`config.mk`:
```
export PLATFORM = sky130hd
export DESIGN_NAME = icache_miss_ctrl_flat
export DESIGN_NICKNAME = d
export VERILOG_FILES = /design/src/rtl/icache_miss_ctrl_if.sv /design/src/rtl/icache_miss_ctrl.sv /design/src/flat_wrapper.sv
export SDC_FILE = /design/constraint.sdc
export NUM_CORES = 1
export LEC_CHECK = 0
export CAP_MARGIN = 10
export CORE_MARGIN = 3
export CORE_UTILIZATION = 39
export CTS_CLUSTER_SIZE = 40
export DETAILED_ROUTE_END_ITERATION = 16
export PLACE_DENSITY = 0.91
export SLEW_MARGIN = 20
export SYNTH_ARGS = -nofsm -noshare
export SYNTH_HDL_FRONTEND = slang
export SYNTH_SLANG_ARGS = --single-unit
```
`constraint.sdc`:
```
create_clock -name clk -period 3.1 [get_ports clk]
set_input_delay 0.775 -clock clk [delete_from_list [all_inputs] [get_ports clk]]
set_output_delay 0.775 -clock clk [all_outputs]
set_load 0.03 [all_outputs]
```
`src/rtl/icache_miss_ctrl_if.sv`:
```
// icache_miss_ctrl_if: fetch, flush, cache-array and memory-channel signals of the miss handler
interface icache_miss_ctrl_if #(
  parameter int ADDR_WIDTH = 32,
  parameter int DATA_WIDTH = 32
);
  logic                  req_valid;
  logic [ADDR_WIDTH-1:0] req_addr;
  logic                  req_ready;
  logic                  resp_valid;
  logic [DATA_WIDTH-1:0] resp_data;
  logic                  flush_req;
  logic                  flush_done;
  logic                  cache_rw;
  logic [ADDR_WIDTH-1:0] cache_addr;
  logic [DATA_WIDTH-1:0] cache_wdata;
  logic                  cache_valid;
  logic                  cache_hit;
  logic [DATA_WIDTH-1:0] cache_rdata;
  logic                  mem_req_valid;
  logic [ADDR_WIDTH-1:0] mem_req_addr;
  logic                  mem_req_ready;
  logic                  mem_resp_valid;
  logic [DATA_WIDTH-1:0] mem_resp_data;
  modport slave (
    input  req_valid, req_addr, flush_req, cache_hit, cache_rdata,
           mem_req_ready, mem_resp_valid, mem_resp_data,
    output req_ready, resp_valid, resp_data, flush_done, cache_rw, cache_addr,
           cache_wdata, cache_valid, mem_req_valid, mem_req_addr
  );
  modport master (
    output req_valid, req_addr, flush_req, cache_hit, cache_rdata,
           mem_req_ready, mem_resp_valid, mem_resp_data,
    input  req_ready, resp_valid, resp_data, flush_done, cache_rw, cache_addr,
           cache_wdata, cache_valid, mem_req_valid, mem_req_addr
  );
endinterface

```
`src/rtl/icache_miss_ctrl.sv`:
```
// icache_miss_ctrl: read-only miss handler for a direct-mapped icache; sweeps all lines invalid after reset or flush
module icache_miss_ctrl #(
  parameter int NUM_CACHE_LINES = 4,
  parameter int ADDR_WIDTH      = 32,
  parameter int DATA_WIDTH      = 32
) (
  input logic               clk,
  input logic               rst_n,
  icache_miss_ctrl_if.slave bus
);
  localparam int SB = $clog2(NUM_CACHE_LINES);
  localparam logic [SB-1:0] LAST = SB'(NUM_CACHE_LINES - 1);
  typedef enum logic [2:0] {FLUSH, IDLE, MEM_REQ, MEM_WAIT, FILL} state_t;
  state_t state, state_nx;
  logic [SB-1:0] flush_cnt;
  logic flush_pend;
  logic [ADDR_WIDTH-1:0] miss_addr;
  logic [DATA_WIDTH-1:0] fill_data;
  logic hit, miss;
  always_comb begin
    bus.req_ready     = state == IDLE && !bus.flush_req && !flush_pend;
    hit               = bus.req_ready && bus.req_valid && bus.cache_hit;
    miss              = bus.req_ready && bus.req_valid && !bus.cache_hit;
    bus.cache_rw      = state == FLUSH || state == FILL;
    bus.cache_valid   = state == FILL;
    bus.cache_addr    = state == FLUSH ? ADDR_WIDTH'(flush_cnt) : state == FILL ? miss_addr : bus.req_addr;
    bus.cache_wdata   = state == FILL ? fill_data : '0;
    bus.mem_req_valid = state == MEM_REQ;
    bus.mem_req_addr  = miss_addr;
    state_nx          = state;
    unique case (state)
      FLUSH:    state_nx = flush_cnt == LAST ? IDLE : FLUSH;
      IDLE:     state_nx = (bus.flush_req || flush_pend) ? FLUSH : miss ? MEM_REQ : IDLE;
      MEM_REQ:  state_nx = bus.mem_req_ready ? MEM_WAIT : MEM_REQ;
      MEM_WAIT: state_nx = bus.mem_resp_valid ? FILL : MEM_WAIT;
      FILL:     state_nx = IDLE;
      default:  state_nx = FLUSH;
    endcase
  end
  always_ff @(posedge clk) begin
    if (!rst_n) begin
      state          <= FLUSH;
      flush_cnt      <= '0;
      flush_pend     <= 1'b0;
      bus.resp_valid <= 1'b0;
      bus.resp_data  <= '0;
      bus.flush_done <= 1'b0;
    end else begin
      state          <= state_nx;
      flush_cnt      <= state == FLUSH ? flush_cnt + 1'b1 : '0;
      flush_pend     <= state == IDLE ? 1'b0 : flush_pend | bus.flush_req;
      bus.flush_done <= state == FLUSH && flush_cnt == LAST;
      bus.resp_valid <= hit || state == FILL;
      bus.resp_data  <= state == FILL ? fill_data : hit ? bus.cache_rdata : bus.resp_data;
    end
  end
  // Data-path registers need no reset: they are always written before being used.
  always_ff @(posedge clk) begin
    miss_addr <= miss ? bus.req_addr : miss_addr;
    fill_data <= (state == MEM_WAIT && bus.mem_resp_valid) ? bus.mem_resp_data : fill_data;
  end
endmodule
```
`src/flat_wrapper.sv`:
```
// flat-port wrapper written by rule: the top's interface ports become plain ports
module icache_miss_ctrl_flat 
#(
  parameter int NUM_CACHE_LINES = 4,
  parameter int ADDR_WIDTH      = 32,
  parameter int DATA_WIDTH      = 32
)
  (clk, rst_n, bus_req_valid, bus_req_addr, bus_flush_req, bus_cache_hit, bus_cache_rdata, bus_mem_req_ready, bus_mem_resp_valid, bus_mem_resp_data, bus_req_ready, bus_resp_valid, bus_resp_data, bus_flush_done, bus_cache_rw, bus_cache_addr, bus_cache_wdata, bus_cache_valid, bus_mem_req_valid, bus_mem_req_addr);
  icache_miss_ctrl_if #(.ADDR_WIDTH(ADDR_WIDTH), .DATA_WIDTH(DATA_WIDTH)) bus_i ();
  input logic clk;
  input logic rst_n;
  input wire logic [$bits(bus_i.req_valid)-1:0] bus_req_valid;
  input wire logic [$bits(bus_i.req_addr)-1:0] bus_req_addr;
  input wire logic [$bits(bus_i.flush_req)-1:0] bus_flush_req;
  input wire logic [$bits(bus_i.cache_hit)-1:0] bus_cache_hit;
  input wire logic [$bits(bus_i.cache_rdata)-1:0] bus_cache_rdata;
  input wire logic [$bits(bus_i.mem_req_ready)-1:0] bus_mem_req_ready;
  input wire logic [$bits(bus_i.mem_resp_valid)-1:0] bus_mem_resp_valid;
  input wire logic [$bits(bus_i.mem_resp_data)-1:0] bus_mem_resp_data;
  output wire logic [$bits(bus_i.req_ready)-1:0] bus_req_ready;
  output wire logic [$bits(bus_i.resp_valid)-1:0] bus_resp_valid;
  output wire logic [$bits(bus_i.resp_data)-1:0] bus_resp_data;
  output wire logic [$bits(bus_i.flush_done)-1:0] bus_flush_done;
  output wire logic [$bits(bus_i.cache_rw)-1:0] bus_cache_rw;
  output wire logic [$bits(bus_i.cache_addr)-1:0] bus_cache_addr;
  output wire logic [$bits(bus_i.cache_wdata)-1:0] bus_cache_wdata;
  output wire logic [$bits(bus_i.cache_valid)-1:0] bus_cache_valid;
  output wire logic [$bits(bus_i.mem_req_valid)-1:0] bus_mem_req_valid;
  output wire logic [$bits(bus_i.mem_req_addr)-1:0] bus_mem_req_addr;
  assign bus_i.req_valid = bus_req_valid;
  assign bus_i.req_addr = bus_req_addr;
  assign bus_i.flush_req = bus_flush_req;
  assign bus_i.cache_hit = bus_cache_hit;
  assign bus_i.cache_rdata = bus_cache_rdata;
  assign bus_i.mem_req_ready = bus_mem_req_ready;
  assign bus_i.mem_resp_valid = bus_mem_resp_valid;
  assign bus_i.mem_resp_data = bus_mem_resp_data;
  assign bus_req_ready = bus_i.req_ready;
  assign bus_resp_valid = bus_i.resp_valid;
  assign bus_resp_data = bus_i.resp_data;
  assign bus_flush_done = bus_i.flush_done;
  assign bus_cache_rw = bus_i.cache_rw;
  assign bus_cache_addr = bus_i.cache_addr;
  assign bus_cache_wdata = bus_i.cache_wdata;
  assign bus_cache_valid = bus_i.cache_valid;
  assign bus_mem_req_valid = bus_i.mem_req_valid;
  assign bus_mem_req_addr = bus_i.mem_req_addr;
  icache_miss_ctrl #(.NUM_CACHE_LINES(NUM_CACHE_LINES), .ADDR_WIDTH(ADDR_WIDTH), .DATA_WIDTH(DATA_WIDTH)) u_core (.clk(clk), .rst_n(rst_n), .bus(bus_i));
endmodule
```
==> impl_results.md <==
* Status: completed
* Top cell type by total area after synthesis: edfxtp_1
* Insertion delay of the later-clocked pin in the worst-skew pair at 340 ps
* Number of I/O port buffers at ~240
* WL per Instance at 18.9 um
* # hold bufs at CTS at 0
* Total grt overflow at 0
* Final number of max-transition violations at 0
* Maximum fanout encountered on the critical timing path at 33
* Total of cells resized after clock tree synthesis at 33
* Netlist cell types at 37
* Ratio of total power to cell area at 401 nW/um^2
* Leakage Power at 3.31 nW
* Sequential fraction of the synthesis area at 0.612
* Min-delay worst type: reg -> reg
* Sum of routed wire length over all layers at 14000 um
* Width of the die at about 110 um
* First-pass GRT wire length at 21900 um
* Floorplan Core Area at around 11000 um^2
* Final critical-path required period at about 3000 ps
* Most instantiated library cell after synthesis: nand2_1
* Starting utilization of the core area at 0.405
* First-pass iteration count of the detailed router at 5
* Top-level I/O count at roughly 240
* Max Fclk at 330 MHz
* Commonest cells post-synth: 68 x nand2_1, 64 x edfxtp_1, 40 x dfxtp_1, 34 x inv_1, 32 x a211oi_1
* Number of enable-type register cells in the synthesized netlist at 64
* Number of buffers inserted during clock tree synthesis at 9
* Fraction of layout instances using a drive strength above 1 at 0.0983
* Worst EP arrival at ~2300 ps
* Initial antenna violation count at 0
* Top-area cell type share of the netlist area at 0.432
* Total die area at 12700 um^2
* Final instance area at 7260 um^2
* Count of inserted antenna diode cells at 0
* Clock slew at the register clock pins of the worst setup and hold paths at roughly 70 ps
* Post-route core utilization at 0.661
* Most congested layer reported by global routing: met2
* Data required time at the worst endpoint at 2320 ps
* Pre-CTS setup slack at 204 ps
* Register bit total from synthesis at 104
* Final antenna-violating net count at 0
* Largest net degree at the start of global routing at 57
* Setup repair after global routing missed its margin: no
* Highest ir drop seen on vdd at 0.000412 V
* Placer's final routability congestion estimate at 0.866
* PnR Total Power at roughly 2.9 mW
* Number of buffers on the longest clock path at 2
* Synth async-reset ratio at 0
* Highest-delay cell along the critical path: clkdlybuf4s50_1
* DIE HEIGHT at between 100 and 150 um
* Vias post-DR at between 3000 and 4000
* Layout fillers at 798
* Routing usage on met3 at 0.0674
* Number of global-route vias before repair at 4204
* Total of endpoints with negative setup slack in the final report at 0
* Hold Violations, Final at 0
* Kind of capture point of the worst setup path: output port
* CP cell instances: or3b_1 > clkinv_4 > buf_12 > a22o_1 > clkdlybuf4s50_1
* CP Class: reg -> out
* Placement-stage cell area at 6950 um^2
* Slew @ Worst Pin at around 470 ps
* Cell chosen for the clock root: clkbuf_16
* Post-CTS repair timing setup buffer count at 0
* DRC violations left at 0
* Slew Limit Headroom at 0.688
* Total standard cell area after synthesis at 4450 um^2
* Synthesized instance count at approximately 370
* Top_reg_cell synth: edfxtp_1
* Clock Skews at 9.24 ps
* Met1 track demand over resource in global routing at 0.244
* Overall Global Routing Usage at 0.217
* Number of nets in the synthesized netlist at 470
* Number of warnings reported in the yosys synthesis log at 0
* Area growth from synthesis to final layout at 63.1%
* Sum Neg Setup Slack at 0 ps
* Number of vias per cell at 5.28
* Area contributors post-synth: edfxtp_1 43%, dfxtp_1 18%, a311oi_2 6.7%
* Met2 demand-to-capacity share in global routing at 0.390
* Mean Syn Cell Area at 12.2 um^2
* Worst setup SP type: flop
* CTS tree: yes
* DRC violation total after the first TritonRoute iteration at 239
* Number of clock sinks at 104
* Setup ws final at ~74 ps
* Nets@finish at about 700
* Half-perimeter wire length of the detailed placement result at 10100 um
* Ratio of final minimum period to clock period at 0.976
* Depth of the CTS H-tree at 3
* Count of max-cap constraint violations at 0
* Slowest Stage Delay on Critical Path at approximately 670 ps
* Site Rows at 38
[logic make-up (layout without fill, tap and decap cells)]
group	Yosys count	in the layout	synth area share
multiplexers	2	2	0.00450
flip-flops	104	104	0.612
AO/OA/AOI/OAI	102	102	0.215
AND/OR/NAND/NOR	89	89	0.0897
adder cells (fa/ha/maj)	1	1	0.00281
buffers and inverters	68	302	0.0762
[area by class of cell]
type | count | area (um^2) | share of cell area
Clock buffer | 9 | 225 | 0.0310
Clock inverter | 7 | 70.1 | 0.00965
Inverter | 36 | 140 | 0.0193
Multi-Input combinational cell | 194 | 1410 | 0.195
Sequential cell | 104 | 2720 | 0.375
Tap cell | 140 | 175 | 0.0241
Timing Repair Buffer | 250 | 2510 | 0.346
[final timing paths]
check,slack [ps],startpoint,to,cells after the start
setup / recovery,70,u_core.state[1]$_SDFF_PN0_,bus_cache_addr[23],5
hold / removal,480,u_core.flush_cnt[0]$_SDFF_PN0_,u_core.flush_cnt[0]$_SDFF_PN0_,1
setup reg to reg,980,u_core.state[2]$_SDFF_PN0_,u_core.bus.resp_data[30]$_SDFFE_PN0P_,6
hold reg to reg,480,u_core.flush_cnt[0]$_SDFF_PN0_,u_core.flush_cnt[0]$_SDFF_PN0_,1
[state kept, by name (all words and copies together) (netlist names)]
register / count
u_core.bus.resp_data: 32
u_core.bus.flush_done: 1
u_core.flush_pend: 1
u_core.state: 3
u_core.flush_cnt: 2
u_core.fill_data: 32
u_core.bus.mem_req_addr: 32
u_core.bus.resp_valid: 1
[report_power, final]
group | switching, mW | total, mW | internal [mW]
clock | 0.504 | 1.13 | 0.626
sequential | 0.00609 | 1.48 | 1.47
combinational | 0.129 | 0.300 | 0.171
[layer usage]
layer  vias to the layer above  routed length, um
met3                        21               1230
li1                       1816                  -
met5                         -                  0
met1                      1863               5290
met2                       208               7180
met4                         0                290
[critical path: cells and delay by family (launching register included)]
kind | cells | cell delay (ps)
buf+inv | 3 | 940
flops | 1 | 370
compound gates | 1 | 140
simple gates | 1 | 440
[metrics by stage]
step	hold WS (ps)	instances
6_report	478	740
5_1_grt	497	740
4_1_cts	474	740
3_5_place_dp	465	724
3_3_place_gp	449	724
2_1_floorplan	430	366
[cell usage in the layout (no fill, tap or decap), types with 2 or more instances in the layout]
| cell type | count |
|---|---|
| clkdlybuf4s50_1 | 179 |
| nand2_1 | 68 |
| edfxtp_1 | 64 |
| dfxtp_1 | 40 |
| inv_1 | 34 |
| a211oi_1 | 32 |
| dlygate4sd2_1 | 32 |
| a22o_1 | 30 |
| dlymetal6s2s_1 | 22 |
| a311oi_2 | 20 |
| buf_4 | 14 |
| a311oi_1 | 12 |
| clkbuf_16 | 9 |
| and2_1 | 5 |
| o21ai_0 | 4 |
| nor2b_1 | 4 |
| clkinv_2 | 3 |
| buf_12 | 3 |
| clkinv_4 | 2 |
| mux2i_1 | 2 |
| nor3_1 | 2 |
(Power assumes the default switching activity.)
==> RTL change: new RTL, config.mk and constraints unchanged <==
Re-encode `state_t` (5 states) as one-hot, 5 bits wide.
--- a/src/rtl/icache_miss_ctrl.sv
+++ b/src/rtl/icache_miss_ctrl.sv
@@ -12,3 +12,3 @@
   localparam logic [SB-1:0] LAST = SB'(NUM_CACHE_LINES - 1);
-  typedef enum logic [2:0] {FLUSH, IDLE, MEM_REQ, MEM_WAIT, FILL} state_t;
+  typedef enum logic [4:0] {FLUSH = 5'b00001, IDLE = 5'b00010, MEM_REQ = 5'b00100, MEM_WAIT = 5'b01000, FILL = 5'b10000} state_t;
   state_t state, state_nx;
Behaviour: no difference found for any inputs over 10 cycles, from zero or initial values and one cycle with rst_n low; not proved beyond that.
==> RTL change against the original RTL <==
Final area is 1.3% lower; power is 7.8% higher; wire length is 0.47% lower; hold slack worse by 0.0040 ns; non-clock buffer count stayed put; clock skew is 0.0016 ns higher; synthesized area is 0.45% higher; sequential cell count is 2 higher; setup slack better by 0.044 ns; via count is 8.7% higher; largest cell class unchanged; highest routed layer unchanged.
==> RTL change: results (changes against the original RTL) <==
Global route:
- The global-route wire length before repair was 21400 um (-2.3%).
- The pin count of the biggest net entering global routing is 42 (-26%).
- The initial antenna violation count is 0 (unchanged).
- The aggregate global-route resource usage is 0.211 (-0.00627).
- The via count of the first global-routing pass is 4305 (+2.4%).

Clock network:
- For the worst-skew pair, the clock arrives at the later sink with an insertion delay of 0.33 ns.
- The number of levels the H-tree was split into is 3 (unchanged).
- The total CTS buffers is 9 (unchanged).
- The clock-pin slew reported for the worst setup and hold paths after clock tree synthesis was 0.07 ns (about the same).
- The number of hold buffers added after CTS is 0 (unchanged).
- The buffer levels on the longest clock path is 2 (unchanged).
- The CTS root buffer is clkbuf_16.

Placement:
- The port buffer count was 236 (unchanged).
- The placer congestion estimate is 0.865 (about the same).
- The detailed-placement wirelength estimate was 10300 um (+2.6%).

Synthesis:
- The total number of yosys warnings is 0 (unchanged).
- The sequential fraction of the synthesis area came to 0.618 (+0.00622).
- After synthesis, the cell types taking the most area are edfxtp_1 (43%), dfxtp_1 (19%), nand2_1 (11%).
- The post-synthesis net count is 545 (+16%).
- The share of synthesized flip-flops with an asynchronous set or reset is 0 (unchanged).
- In the synthesized netlist, the cells that appear most often are nand2_1 (127), edfxtp_1 (64), dfxtp_1 (42).
- The most used flip-flop cell after synthesis is edfxtp_1.
- The cell with the most instances after synthesis is nand2_1.
- The count of distinct cell types in the synthesized netlist is 38 (+2.7%).
- The count of flip-flops with a built-in enable after synthesis was 64 (unchanged).

Setup path:
- The register-to-register setup slack is 0.94 ns (-0.04 ns).
- The worst path arrival time is 2.21 ns (-0.04 ns).
- The largest driver fanout on the critical path is 36 (+9.1%).

Min path:
- The worst hold-check path type is flop to flop.

Power and ir drop:
- The standby leakage power was 3.28 nW (-0.71%).
- The peak supply drop was 0.238 mV (-42%).

Route:
- The number of vias in the routed layout was 4249 (+8.7%).
- The detailed-routing iteration count for the pre-antenna-repair pass is 4 (-1).
- The number of DRC markers in iteration 0 came to 294 (+23%).
- The wire length per cell after detailed routing came to 17.1 um (-9.4%).

Timing:
- The final number of max-transition violations was 0 (unchanged).
- The worst hold-check slack is 0.474 ns (-0.00399 ns).
- The tightest slew margin relative to the limit is 0.685 (-0.00266).
- The final clock skew came to 0.0108 ns (+0.00155 ns).

Final layout:
- The antenna cell count was 0 (unchanged).
- The fraction of layout instances using a drive strength above 1 is 0.0921 (-0.00621).
- The count of nets after finishing is 772 (+10%).

Run status:
- The run finished with clean final reports.
RTL change: timing repair:
action	in CTS	in global routing
setup buffers	0	0
gates resized for setup	29	5
pin swaps	0	0
setup endpoints to repair	29	31
RTL change: cell families (layout without fill, tap and decap cells):
kind of cell,after synthesis,after routing,synth area share
simple gates,157,157,0.147
flops,106,106,0.618
compound gates,105,105,0.150
buf+inv,70,302,0.0770
mux,2,2,0.00448
fa+ha+maj,1,1,0.00280
RTL change: per-layer routing:
layer / GRT usage / vias to the layer above / part of all wire
met5: 0 / - / 0
met4: 0.0897 / 0 / 0.022
met3: 0.0578 / 30 / 0.097
met2: 0.384 / 254 / 0.52
met1: 0.230 / 1976 / 0.36
li1: - / 1989 / -
RTL change: power breakdown:
| part | internal (mW) | total [mW] | switching [mW] |
|---|---|---|---|
| Combinational | 0.245 | 0.520 | 0.275 |
| Sequential | 1.50 | 1.51 | 0.0101 |
| Clock | 0.640 | 1.10 | 0.463 |
RTL change: final timing paths:
kind,from,end,cells after the start
min reg2reg,u_core.flush_cnt[0],u_core.flush_cnt[0],1
max,u_core.state[0],bus_cache_addr[28],7
min,u_core.flush_cnt[0],u_core.flush_cnt[0],1
max reg2reg,u_core.state[0],u_core.bus.resp_data[5],7
RTL change: through the flow:
step                      area [um^2]  setup WS [ns]  cells  utilization
after global placement           6890          0.162    797        0.625
after detailed placement         6890          0.169    797        0.625
after global routing             7160        -0.0166    813        0.649
after CTS                        7150       0.000477    813        0.648
final                            7160          0.118    813        0.649
after floorplan                  4480          0.370    441            -
RTL change: layout make-up:
class | count | area [um^2]
inverter | 36 | 136
timing repair buffer | 250 | 2420
clock inverter | 1 | 6.26
multi-input combinational | 265 | 1370
sequential | 106 | 2760
fill | 835 | 3870
tap | 140 | 175
clock buffer | 15 | 289
RTL change: worst max-delay path, stage by stage, from the launching register on:
cell and delay, ns:
dfxtp_1 0.44, nor3_2 0.10, nand3b_1 0.14, buf_4 0.34, buf_6 0.32, nand2_1 0.10, a21oi_1 0.22, buf_4 0.20
